<file path="src/rtl/scs8hd_tmr_vote_reg.sv">
// rtl/scs8hd_tmr_vote_reg.sv - TMR majority voter with one-word output register and error tracking
// Optional feature macro: TMR_ERRCNT_EN (enables the saturating mismatch counter on ERR_CNT).
module scs8hd_tmr_vote_reg #(
  parameter int WIDTH = 8,
  parameter int CNT_W = 4
) (
  input  logic             CLK,
  input  logic             RESET,
  input  logic [WIDTH-1:0] A,
  input  logic [WIDTH-1:0] B,
  input  logic [WIDTH-1:0] C,
  input  logic             IN_VALID,
  output logic             IN_READY,
  output logic [WIDTH-1:0] X,
  output logic             OUT_VALID,
  input  logic             OUT_READY,
  output logic             ERR,
  output logic             FATAL,
  output logic [CNT_W-1:0] ERR_CNT,
  input  logic             ERR_CLR
);

  localparam logic [1:0] ST_EMPTY = 2'd0;
  localparam logic [1:0] ST_FULL  = 2'd1;
  localparam logic [1:0] ST_LOCK  = 2'd2;

  logic [1:0]       state;
  logic [WIDTH-1:0] x_q;
  logic             err_q;
  logic [WIDTH-1:0] vote;
  logic             accept;
  logic             pop;
  logic             mismatch;
  logic             fatal_word;

  assign vote       = (A & B) | (B & C) | (A & C);
  assign mismatch   = (A != B) || (B != C);
  // No two lanes agree, so the majority vote is meaningless.
  assign fatal_word = (A != B) && (B != C) && (A != C);
  assign accept     = IN_VALID && IN_READY;
  assign pop        = OUT_VALID && OUT_READY;

  assign X         = x_q;
  assign OUT_VALID = (state == ST_FULL);
  assign FATAL     = (state == ST_LOCK);
  assign ERR       = err_q;

  // Ready depends only on state and the consumer, never on IN_VALID.
  always_comb begin
    IN_READY = 1'b0;
    case (state)
      ST_EMPTY: IN_READY = 1'b1;
      ST_FULL:  IN_READY = OUT_READY;
      default:  IN_READY = 1'b0;
    endcase
  end

  // Output-register state machine; a fatal word goes to LOCK instead of X.
  always_ff @(posedge CLK) begin
    if (RESET) begin
      state <= ST_EMPTY;
      x_q   <= '0;
    end else begin
      case (state)
        ST_EMPTY: begin
          if (accept) begin
            if (fatal_word) begin
              state <= ST_LOCK;
            end else begin
              state <= ST_FULL;
              x_q   <= vote;
            end
          end
        end
        ST_FULL: begin
          if (accept) begin
            if (fatal_word) begin
              state <= ST_LOCK;
            end else begin
              x_q <= vote;
            end
          end else if (pop) begin
            state <= ST_EMPTY;
          end
        end
        ST_LOCK: begin
          if (ERR_CLR) begin
            state <= ST_EMPTY;
          end
        end
        default: state <= ST_EMPTY;
      endcase
    end
  end

  // One-cycle error pulse for every accepted word with disagreeing lanes.
  always_ff @(posedge CLK) begin
    if (RESET) begin
      err_q <= 1'b0;
    end else begin
      err_q <= accept && mismatch;
    end
  end

`ifdef TMR_ERRCNT_EN
  logic [CNT_W-1:0] cnt_q;

  assign ERR_CNT = cnt_q;

  // Saturating mismatch counter; clear takes precedence over increment.
  always_ff @(posedge CLK) begin
    if (RESET) begin
      cnt_q <= '0;
    end else if (ERR_CLR) begin
      cnt_q <= '0;
    end else if (accept && mismatch && (cnt_q != {CNT_W{1'b1}})) begin
      cnt_q <= cnt_q + 1'b1;
    end
  end
`else
  assign ERR_CNT = '0;
`endif

endmodule

</file>
<file path="config.mk">
export PLATFORM = sky130hd
export DESIGN_NAME = scs8hd_tmr_vote_reg
export DESIGN_NICKNAME = d
export VERILOG_FILES = /design/src/rtl/scs8hd_tmr_vote_reg.sv
export SDC_FILE = /design/constraint.sdc
export NUM_CORES = 1
export LEC_CHECK = 0
export ABC_CLOCK_PERIOD_IN_PS = 3200
export CAP_MARGIN = 15
export CORE_MARGIN = 5
export CORE_UTILIZATION = 30
export DETAILED_ROUTE_END_ITERATION = 10
export PLACE_DENSITY_LB_ADDON = 0.08
export SLEW_MARGIN = 40
export SYNTH_ARGS = -nofsm -noshare
export SYNTH_HDL_FRONTEND = slang
export SYNTH_SLANG_ARGS = --single-unit
</file>
<file path="constraint.sdc">
create_clock -name CLK -period 3.2 [get_ports CLK]
set_clock_uncertainty 0.2 [all_clocks]
set_input_delay 0.32 -clock CLK [delete_from_list [all_inputs] [get_ports CLK]]
set_output_delay 0.32 -clock CLK [all_outputs]
set_load 0.02 [all_outputs]
</file>
# [Word-level counts from Yosys, hierarchy flattened]
# Index checks and enable logic that the tools add are counted.
[classes] reduce_logical=10 bitwise=6 eq_ne=9 mux=8
[ops] operator="$and A8 B8 Y8" n=3
[ops] operator="$ne A8 B8 Y1" n=3
[ops] operator="$or A8 B8 Y8" n=2
[ops] operator="$mux W2" n=6
[ops] operator="$pmux W2 S3" n=1
[ops] operator="$logic_and A1 B1 Y1" n=5
[ops] operator="$reduce_and A4 Y1" n=1
[ops] operator="$ne A3 B1 Y1 const B" n=1
[ops] operator="$ne A3 B2 Y1 const B" n=1
[ops] operator="$reduce_and A3 Y1" n=1
[ops] operator="$eq A2 B1 Y1 const B" n=1
[ops] operator="$eq A2 B2 Y1 const B" n=1
[ops] operator="$logic_not A2 Y1" n=1
[ops] operator="$ne A2 B1 Y1 const B" n=1
[ops] operator="$ne A2 B2 Y1 const B" n=1
[ops] operator="$pmux W1 S2" n=1
[ops] operator="$reduce_or A2 Y1" n=1
[ops] operator="$logic_or A1 B1 Y1" n=1
[ops] operator="$not A1 Y1" n=1
[word_totals] wordCells=36 inputBits=29 ff_bits=11

# [Depth between registers and ports, before layout]
[depth] depth_word=6 mapped_depth=5

# [Worst setup path after synthesis]
# OpenSTA, ideal clock, no wires.
[synth_path] path_type="input-to-reg" start="input A[5]" end="register x_q[0] (netlist: X[0])" arrival_time_ns=1.494 path_slack_ns=1.379 n_path_buf=0 stages=5 setup_time_ns=0.128 path_cell_list="ha_1 > nor4_1 > and2_2 > o311a_2 > o22ai_2"
[synth_via] elab_chain_cells=5 word_cells_on_any_way=6 classes_between="eq/ne: 2; bitwise: 1; reduce/logical: 3"
[synth_rtl] item="start, declared" line_no="9" text="input logic [WIDTH-1:0] A,"
[synth_rtl] item="$ne A8 B8 Y1" line_no="39" text="assign fatal_word = (A != B) && (B != C) && (A != C);"
[synth_rtl] item="$logic_and A1 B1 Y1" line_no="39"
[synth_rtl] item="$logic_and A1 B1 Y1 (*)" line_no="39"
[synth_rtl] item="$not A1 Y1 (no source line) (*)"
[synth_rtl] item="$reduce_and A3 Y1 (no source line) (*)"
[synth_rtl] item="end signal, assigned" line_no="71" text="x_q <= vote;"
[synth_rtl] item="end signal, assigned" line_no="80" text="x_q <= vote;"
[synth_rtl] item="end, declared" line_no="28" text="logic [WIDTH-1:0] x_q;"
# Mark *: on every way between the ends. The rest lies on a longest branch, timed or not.
# A chain may end at the register's enable or synchronous reset.

# [Final worst setup path]
[layout_path] start="input OUT_READY" end="output IN_READY"
[layout_via] elab_chain_cells=1
[layout_rtl] item="start, declared" line_no="16" text="input logic OUT_READY,"
[layout_rtl] item="$pmux W1 S2" line_no="51" text="case (state)"
[layout_rtl] item="end, declared" line_no="13" text="output logic IN_READY,"
# No other way between the ends.

==> metrics.md <==
| Metric | Value |
|---|---|
| Post-Route M1 WL | `between 1000 and 1500 microns` |
| CP max-delay cell | `clkdlybuf4s50_1` |
| Final nets | `191` |
| Largest net degree at the start of global routing | `12` |
| Leakage power | `approximately 0.0006 uW` |
| Die Ht | `66.38 microns` |
| Post-CTS sizing | `0` |
| Register area share after synthesis | `0.2310` |
| Mean post-synth cell area | `between 10 and 15 sq um` |
| Share of cells above drive strength 1 | `0.1387` |
| Number of synthesis warnings | `0` |
| WL/cell | `12.23 microns` |
| Peak supply drop | `between 0.07 and 0.08 mV` |
| Final Hold Fails | `0` |
| Synth Instances | `95` |
| ANT nets after route | `0` |
| FF-to-FF setup slack | `between 1.5 and 2 ns` |
| Setup total negative slack | `0 ns` |
| Slowest stage delay, CP | `around 0.63 ns` |
| Insertion delay to the later sink of the worst-skew pair | `about 0.26 ns` |
| Most frequent CP cell | `clkdlybuf4s50_1` |
| Setup violations, final | `0` |
| WS Path Type | `in -> out` |
| Top Ports | `45` |
| Ant diodes | `0` |
| DR vias | `around 830` |
| Residual DRC count | `0` |
| Synth Area in Adders | `0.3150` |
| Fillers | `307` |
| Slew Viols, Final | `0` |
| Overflow after GRT | `0` |
| Max-Cap Viols | `0` |
| H-tree Lvls | `1` |
| PwrDens | `between 200 and 300 nW/um^2` |
| Final core utilization | `0.4623` |
| CTS sink cnt | `11` |
| DR WL met2 | `between 1000 and 1500 microns` |
| Most common flop cell mapped by yosys | `dfxtp_1` |
| Worst-case clock buffer depth | `2` |
| Worst path required time | `around 2.7 ns` |
| Max Used Layer | `met4` |
| Post-synthesis mux area share | `0` |
| DR WL met3 | `around 110 microns` |
| Clk pin slew, worst setup/hold paths | `0.07 ns` |
| FP Rows | `20` |
| Xor-xnor portion of the synthesized cell area | `0` |
| Number of buffer and inverter stages on the critical path | `2` |
| Cell chain of the critical path | `clkdlybuf4s50_1 -> nor2b_1 -> nor2_1 -> clkdlybuf4s50_1` |
| R2R cell count | `4` |
| EDFF count, synth | `0` |
| Cts hold-fix bufs | `0` |
| CTS buffer count | `3` |
| Clk root buf | `clkbuf_4` |
| Hold path start | `X[0]` |
| Starting Density | `0.3123` |
| Number of global-route vias before repair | `848` |
| Placer Congestion | `between 0.8 and 0.9` |
| Post-synth cell types | `25` |
| Status | `completed` |
| Die area | `~4400 sq um` |
| Core ar. | `3053 sq um` |
| Routed WL | `approximately 2200 microns` |
| First-pass DRT Iterations | `3` |
| Synth Area in Simple Gates | `0.2270` |
| Placed Cells | `177` |
| Global-route wire length before repair | `3774 microns` |
| Final HPWL DP | `~2000 microns` |
| Syn Std Cell Area | `~950 sq um` |
| Highest Clock Rate | `around 460 MHz` |
| WHS Path Cells | `2` |
| Final cell count without fillers | `181` |
| Critical R2R Launch | `state[1]` |
| Ys async rst share | `0` |
| Layout area overhead | `48.03%` |
| Hold WC Path Type | `reg -> reg` |
| Flop and latch count out of synthesis | `11` |
| Family with the most delay on the worst path | `buffers and inverters` |
| CTS tree | `done` |
| Area occupied by multi-input gates | `701.9 sq um` |
| Chip width | `approximately 66 microns` |
| Setup bufs post-CTS | `0` |
| Arr. time, crit path | `1.65 ns` |
| Nature of the critical path endpoint | `output pin` |
| Register Area | `between 200 and 250 sq um` |
| RSZ-0062 raised after global routing | `no` |
| DRT iter0 DRCs | `17` |
| GRT Resource Usage Total | `0.1102` |
| Startpoint types | `primary input` |
| Worst Hold Endpoint | `X[0]` |
| Min cycle time layout | `between 2 and 2.5 ns` |
| Post-synthesis compound-gate area fraction | `0.1785` |
| Critical Path Fanout Max | `3` |
| Largest family of logic cells by synthesized area | `adder cells` |
| Initial antenna violation count | `0` |
| Ratio of final minimum period to clock period | `0.6782` |
| Worst r2r dst | `X[4]` |
| # port buffers | `40` |
| Vias per cell | `between 4 and 5` |
[logic make-up after synthesis]
kind of cell / Yosys count
flip-flops: 11
buffers and inverters: 7
AO/OA/AOI/OAI: 15
AND/OR/NAND/NOR: 37
other: 1
adder cells (fa/ha/maj): 24
[worst max path at each step]
stage	from	to	cells past startpoint
floorplan	A[5]	X[0]	5
global placement	A[0]	X[0]	6
detailed placement	B[1]	X[5]	6
CTS	B[5]	X[0]	6
global route	A[1]	X[6]	6
finish	OUT_READY	IN_READY	4
[layer usage]
metal  vias to the layer above  GRT usage
li1                        437          -
met1                       365     0.1395
met2                        21     0.1760
met3                         4    0.01190
met4                         0    0.06853
met5                         -          0
[registers in the layout (all words and copies together) (netlist names)]
register,count
ERR,1
state,2
X,8
[synth_stat cells (2+ instances only)]
cell      count  share of area
ha_1         24           0.31
dfxtp_1      11           0.23
nor3_1        9          0.047
nand2b_1      8          0.052
o22ai_2       8           0.10
nor4_1        6          0.039
buf_4         4          0.031
nand2_1       3          0.012
nor2_1        3          0.012
a21oi_1       2          0.010
and2_2        2          0.016
inv_1         2         0.0079
[cells in the final DEF (no fill, tap or decap), drive strengths merged]
cell type / n
a2111oi: 1
a211oi: 1
a21oi: 2
a31o: 1
and2: 3
and2b: 1
clkbuf: 4
clkdlybuf4s50: 40
conb: 4
dfxtp: 11
ha: 24
inv: 2
nand2: 3
nand2b: 8
nand3: 1
nor2: 3
nor2b: 2
nor3: 9
nor4: 6
o22ai: 8
o311a: 1
o32ai: 1
or3b: 1
[tightest hold or removal path: cells and delay by family, from the launching register on]
| kind | cells | cell delay, ns |
|---|---|---|
| DFF | 1 | 0.31 |
| AOI/OAI and AO/OA | 1 | 0.07 |
| and+or+nand+nor | 1 | 0.08 |
[where the power goes]
part           switching (uW)  internal (uW)  leakage [uW]  total, uW
logic                    55.1           69.2      0.000482        124
clock network            44.1           48.1     0.0000150       92.3
registers                4.01            141     0.0000892        145
[final cells by class]
cell class                 instances  share of cell area
tap                               44             0.03901
inverter                           2            0.005319
sequential                        11              0.1560
multi-input combinational         80              0.4973
clock buffer                       4             0.01862
timing repair buffer              40              0.2837
[per-stage QoR]
step	instance area, sq um	setup WS (ns)	hold slack [ns]	total power, uW
finish	1411	1.030	0.3015	361.5
global route	1411	0.8842	0.3249	390.2
CTS	1411	1.013	0.3040	367.5
detailed placement	1385	0.7283	0.2928	273.8
global placement	1385	0.7302	0.2895	273.0
floorplan	964.7	1.379	0.2951	211.2
Note: power is estimated with default switching activity, not from simulation.
